`src/rtl/reflet_muldiv_seq.sv`:
```
// Iterative multiply/divide sequencer for the reflet core: shift-add multiply and
// restoring divide, one bit per clock, with a start/busy/done handshake.
module reflet_muldiv_seq #(
    parameter int wordsize = 16
) (
    input  logic                clk,
    input  logic                reset,
    input  logic                start,
    input  logic [1:0]          op,
    input  logic [wordsize-1:0] working_register,
    input  logic [wordsize-1:0] other_register,
    output logic                busy,
    output logic                done,
    output logic [wordsize-1:0] out,
    output logic [3:0]          out_reg,
    output logic                div0
);

    localparam int W  = wordsize;
    localparam int CW = $clog2(W + 1);

    typedef enum logic [1:0] {
        S_IDLE,
        S_RUN,
        S_DONE
    } state_t;

    state_t          state_q, state_d;
    logic [CW-1:0]   cnt_q, cnt_d;
    logic [W-1:0]    a_q, a_d;
    logic [W-1:0]    b_q, b_d;
    logic [1:0]      op_q, op_d;
    logic [2*W-1:0]  prod_q, prod_d;
    logic [W-1:0]    rem_q, rem_d;
    logic [W-1:0]    quo_q, quo_d;
    logic [W-1:0]    out_q, out_d;
    logic            div0_q, div0_d;

    logic [W:0]      mul_sum;
    logic [2*W-1:0]  prod_step;
    logic [W:0]      rem_trial;
    logic            fits;
    logic [W-1:0]    rem_step;
    logic [W-1:0]    quo_step;
    logic [W-1:0]    result;

    // One iteration of each algorithm; the RUN state commits whichever op_q selects.
    always_comb begin
        mul_sum   = {1'b0, prod_q[2*W-1:W]} + (prod_q[0] ? {1'b0, a_q} : '0);
        prod_step = {mul_sum, prod_q[W-1:1]};
        // The trial remainder needs W+1 bits; once B is subtracted it fits back in W.
        rem_trial = {rem_q, quo_q[W-1]};
        fits      = (rem_trial >= {1'b0, b_q});
        rem_step  = fits ? W'(rem_trial - {1'b0, b_q}) : rem_trial[W-1:0];
        quo_step  = {quo_q[W-2:0], fits};
        unique case (op_q)
            2'd0:    result = prod_step[W-1:0];
            2'd1:    result = prod_step[2*W-1:W];
            2'd2:    result = quo_step;
            default: result = rem_step;
        endcase
    end

    always_comb begin
        // NOTE: every _d starts as its _q so no path through the case leaves a signal unassigned (no latches).
        state_d = state_q;
        cnt_d   = cnt_q;
        a_d     = a_q;
        b_d     = b_q;
        op_d    = op_q;
        prod_d  = prod_q;
        rem_d   = rem_q;
        quo_d   = quo_q;
        out_d   = out_q;
        div0_d  = div0_q;

        unique case (state_q)
            S_IDLE: begin
                if (start) begin
                    a_d    = working_register;
                    b_d    = other_register;
                    op_d   = op;
                    cnt_d  = CW'(W);
                    div0_d = 1'b0;
                    prod_d = {{W{1'b0}}, other_register};
                    rem_d  = '0;
                    quo_d  = working_register;
                    if (op[1] && (other_register == '0)) begin
                        // Divide by zero skips RUN: quotient saturates, remainder is the dividend.
                        state_d = S_DONE;
                        div0_d  = 1'b1;
                        out_d   = op[0] ? working_register : '1;
                    end else begin
                        state_d = S_RUN;
                    end
                end
            end
            S_RUN: begin
                cnt_d = cnt_q - 1'b1;
                if (op_q[1]) begin
                    rem_d = rem_step;
                    quo_d = quo_step;
                end else begin
                    prod_d = prod_step;
                end
                if (cnt_q == CW'(1)) begin
                    state_d = S_DONE;
                    out_d   = result;
                end
            end
            S_DONE: state_d = S_IDLE;
            default: state_d = S_IDLE;
        endcase
    end

    // NOTE: sequential state uses non-blocking assignments so every flop samples pre-edge values.
    always_ff @(posedge clk or negedge reset) begin
        if (!reset) begin
            state_q <= S_IDLE;
            cnt_q   <= '0;
            a_q     <= '0;
            b_q     <= '0;
            op_q    <= '0;
            prod_q  <= '0;
            rem_q   <= '0;
            quo_q   <= '0;
            out_q   <= '0;
            div0_q  <= 1'b0;
        end else begin
            state_q <= state_d;
            cnt_q   <= cnt_d;
            a_q     <= a_d;
            b_q     <= b_d;
            op_q    <= op_d;
            prod_q  <= prod_d;
            rem_q   <= rem_d;
            quo_q   <= quo_d;
            out_q   <= out_d;
            div0_q  <= div0_d;
        end
    end

    assign busy    = (state_q != S_IDLE);
    assign done    = (state_q == S_DONE);
    assign out     = out_q;
    assign div0    = div0_q;
    assign out_reg = 4'h0;

endmodule
```
`config.mk`:
```
export PLATFORM = sky130hd
export DESIGN_NAME = reflet_muldiv_seq
export DESIGN_NICKNAME = d
export VERILOG_FILES = /design/src/rtl/reflet_muldiv_seq.sv
export SDC_FILE = /design/constraint.sdc
export NUM_CORES = 1
export LEC_CHECK = 0
export BUFFER_PORTS_ARGS = -buffer_cell sky130_fd_sc_hd__buf_2
export CAP_MARGIN = 0
export CORE_MARGIN = 2
export CORE_UTILIZATION = 45
export CTS_CLUSTER_SIZE = 20
export DETAILED_ROUTE_END_ITERATION = 6
export MAX_ROUTING_LAYER = met4
export PLACE_DENSITY = 0.67
export SLEW_MARGIN = 30
export SYNTH_ARGS = -nofsm -noshare
export SYNTH_HDL_FRONTEND = slang
export SYNTH_SLANG_ARGS = --single-unit
```
`constraint.sdc`:
```
create_clock -name clk -period 5.5 [get_ports clk]
set_input_delay 1.65 -clock clk [delete_from_list [all_inputs] [get_ports clk]]
set_output_delay 1.65 -clock clk [all_outputs]
set_load 0.02 [all_outputs]
```
* Word level (Yosys, flattened, before mapping)
Cells that the tools add are included.
Storage, ports and cells: bits in registers 122, input port bits 37, output and inout bits 23, word-level logic and storage cells 60
Operators by class: add/subtract/negate cells 3, order comparisons 1, equal/unequal tests 10, muxes and demuxes 24, reduce and logical (&&, ||, !) cells 12
Operators by type and width (count):
- 2-to-1 mux 16 bit | 10
- one-hot mux 16 bit (2 select lines) | 3
- 2-to-1 mux 32 bit | 2
- one-hot mux 32 bit (2 select lines) | 1
- one-hot mux 16 bit (3 select lines) | 1
- adder 16 x 16 -> 17 bit | 1
- >= comparator 17 x 16 -> 1 bit | 1
- logical NOT 16 bit | 1
- subtractor 16 bit | 1
- != test 2 bit (second input constant) | 5
- one-hot mux 5 bit (2 select lines) | 1
- 2-to-1 mux 2 bit | 3
- AND reduction 2 bit | 3
- AND reduction 3 bit | 2
- equality test 5 x 1 -> 1 bit (second input constant) | 1
- 2-to-1 mux 5 bit | 1
- subtractor 5 x 1 -> 5 bit (second input constant) | 1
- equality test 2 x 1 -> 1 bit (second input constant) | 2
- equality test 2 bit (second input constant) | 2
- logical NOT 2 bit | 2
- one-hot mux 2 bit (2 select lines) | 1
- AND reduction 4 bit | 1
- nonzero test 2 bit | 2
- logical AND 1 bit | 1
- 2-to-1 mux 1 bit | 1

* Longest topological paths before layout
depth in word-level cells 5, depth in mapped cells 12

* Worst setup path before layout
Ideal clock, no wire load.
kind input port to flip-flop, from input port other_register[10], to register out_q[14] (netlist: out[14]), setup time 0.136 ns, data arrival time 3.284 ns, required time 5.364 ns, setup slack 2.080 ns, stages on the path 9, buffers on the path 1, path through nor4b_1 nand4_1 nor4_2 nand3b_1 a21oi_1 buf_2 mux2_2 a31oi_1 o311ai_1
Between the ends: cells in the longest elaborated chain, start to end 4
Ends and longest elaborated chain:
- from (decl) | RTL line 11 | input logic [wordsize-1:0] other_register,
- logical NOT 16 bit | RTL line 88 | if (op[1] && (other_register == '0)) begin
- logical AND 1 bit | RTL line 88
- != test 2 bit (no source line)
- AND reduction 4 bit (no source line)
- to (signal assigned) | RTL line 138 | out_q <= out_d;
- to (decl) | RTL line 36 | logic [W-1:0] out_q, out_d;
No other way between the ends. A chain may end at the register's enable or synchronous reset.

* Worst setup path in the final report
from input port other_register[6], to register out_q[3] (netlist: out[3])
The elaborated chain is that of the path after synthesis.

==> summary.txt <==
Outcome
  • Status: finished clean

Logic synthesis
  • Number of warnings issued by yosys: 0
  • Post-synth ARST share: 100%
  • Synth Instances: 834
  • Unique cell type count in the Yosys netlist: 64
  • Synth Flop Type: dfrtp_1
  • Synth Cell Area: 0.00738 mm^2
  • Post-synthesis sequential area ratio: 41.4%
  • Synth area leader: dfrtp_1
  • Top cell type's share of synthesized area: 41.4%
  • Top cells by area, synth: dfrtp_1 (41%), nand2_1 (6.8%), ha_1 (5.8%)
  • Syn avg cell area: 8.85 um^2
  • Number of synthesized flops with an enable pin: 0
  • FF+latch count, synth: 122

Timing
  • Final setup fails: 0
  • Clock skew: 0.0102 ns
  • RSZ-0062 raised after global routing: no
  • Minimum clock period: 4.08 ns
  • Max-slew violation count: 0
  • Period utilization: 74.2%
  • Setup_tns: 0 ns
  • Slew @ Worst Pin: 0.785 ns
  • Fin. Hold Viols: 0
  • Fmax: 245 MHz
  • Slew HR: 47.6%

Placement
  • RePlAce Congestion: 0.839
  • Port Buffers: 55
  • DP Wirelength: 14200 um
  • Placed instance area: 0.00786 mm^2

CTS
  • TritonCTS clock tree: done
  • Post CTS Setup Buffer Count: 0
  • TritonCTS buffer count: 17
  • Cts hold-fix bufs: 0
  • # clock sinks: 122
  • # H-tree levels: 4
  • Post-CTS sizing: 0
  • Worst-Skew Late Latency: 0.43 ns
  • Root buffer cell: clkbuf_16
  • Clock transition at path regs: 0.06 ns
  • Max clock buf depth: 2

Floorplanning
  • Die Ht: 132 um
  • CORE AREA: 0.0159 mm^2
  • Site Rows: 46
  • IO Count: 60
  • Die area: 0.0174 mm^2
  • Initial Util: 46.3%
  • Die span in x: 132 um

Power and ir drop
  • Max VDD drop: 302 uV
  • Total design power: 0.00605 W
  • P per Cell Area: 722 mW/mm^2
  • Leakage power: 3.94 nW

Layout
  • Nets: 950
  • Most flops, register: prod_q
  • Number of flip-flops in the largest register: 32
  • Final Cell Area: 0.00838 mm^2
  • Share of layout cells above drive strength 1: 13.9%
  • Layout Area Growth over Synthesis: 13.6%
  • Ant diodes: 0

Global route
  • Initial antenna violation count: 0
  • Largest net degree at the start of global routing: 75
  • GR Overflow Total: 0
  • All-Layer GR Usage: 24.5%
  • Number of global-route vias before repair: 5935
  • First-pass GRT wire length: 32600 um

Critical path
  • Endpoint type of the worst setup path: flop
  • Required time of the critical path: 5.80 ns
  • Crit path DAT: 4.38 ns
  • CP max FO: 10
  • Startpoint Class: input port
  • Crit Path Category: in2reg

Routing
  • Routed WL: 19600 um
  • DR WL/cell: 17.8 um
  • Vias: 6160
  • Violation count after the first detailed-route iteration: 506
  • 1st-pass router iterations: 5
  • Remaining DRCs: 0
  • Post-route ant nets: 0
  • DR vias/cell: 5.57

Job
  • MaxCap Viol Count: 0

Min path
  • Min-Delay Path Class: reg2reg
[power by group]
| part | switching (W) | total [W] | internal (W) |
|---|---|---|---|
| clock network | 0.000397 | 0.00102 | 0.000622 |
| registers | 0.000313 | 0.00163 | 0.00132 |
| logic | 0.00204 | 0.00340 | 0.00136 |
[cells by family after synthesis]
| logic type | after synthesis | share of synthesized area [%] |
|---|---|---|
| xor+xnor | 25 | 2.97 |
| other cells | 1 | 0.0508 |
| mux | 50 | 7.04 |
| fa+ha+maj | 36 | 6.31 |
| simple gates | 272 | 16.4 |
| buf+inv | 87 | 4.90 |
| compound gates | 241 | 21.0 |
| flops | 122 | 41.4 |
[area by class of cell]
type / instances / area [um^2]
clock buffer: 21 / 450
tap: 216 / 270
sequential: 122 / 3050
timing repair buffer: 70 / 394
fill: 1554 / 7560
clock inverter: 10 / 77.6
multi-input combinational: 628 / 4000
inverter: 38 / 143
[routing by layer]
metal	up-vias	track usage, %	wire [um]
met5	-	-	0
met4	0	7.31	301
met3	31	4.15	937
met2	173	36.0	8880
met1	2952	34.6	9500
li1	3004	-	-
[final timing paths]
check / start / endpoint / slack [ns] / cells after the start
worst min-delay path: a_q[3] / a_q[3] / 0.46 / 2
min in group asynchronous: reset / prod_q[26] / 1.24 / 1
worst min register to register: a_q[3] / a_q[3] / 0.46 / 2
worst max-delay path: other_register[6] / out[3] / 1.42 / 9
worst max register to register: rem_q[7] / out[3] / 2.16 / 10
max in group asynchronous: reset / a_q[2] / 3.43 / 2
[placed cells by master (no fill, tap or decap), types with 9 or more instances in the layout]
cell type,synthesis,final
buf_2,1,54
o211ai_1,14,14
mux2i_1,41,41
nor2_1,66,65
a22o_1,15,15
a31oi_1,23,23
a21oi_1,41,40
and2_1,20,20
xnor2_1,15,15
nand2_1,134,134
nand3_1,10,10
ha_1,34,34
inv_1,37,37
o21a_1,10,10
o31ai_1,9,9
a21o_1,17,17
a211o_1,10,10
buf_4,5,15
dfrtp_1,122,122
clkbuf_16,0,17
xor2_1,10,10
o21ai_0,71,71
[cell usage after synthesis, drive strengths merged (11+ instances only)]
library cell	number
a21oi	43
nand3	11
a22o	15
clkbuf	39
o211ai	15
and2	21
dfrtp	122
inv	38
o21ai	77
nand2	135
xnor2	15
mux2i	41
ha	34
nor2	67
a21o	17
a31oi	23
[metrics by stage]
step	hold WS, ns	util (%)	setup slack (ns)	cells
6_report	0.463	52.6	1.42	1105
5_1_grt	0.485	52.6	1.33	1105
4_1_cts	0.467	52.6	1.40	1105
3_5_place_dp	0.454	49.3	0.969	1074
3_3_place_gp	0.451	49.2	0.979	1074
2_1_floorplan	0.437	-	2.08	837
[critical path: stages]
cell	delay, ns
buf_2	0.11
nor4_1	0.50
nand4_1	0.27
nor4_2	0.33
nand3b_1	0.14
a21oi_2	0.63
buf_4	0.32
a21oi_1	0.08
or3_1	0.34
(Power assumes the default switching activity.)
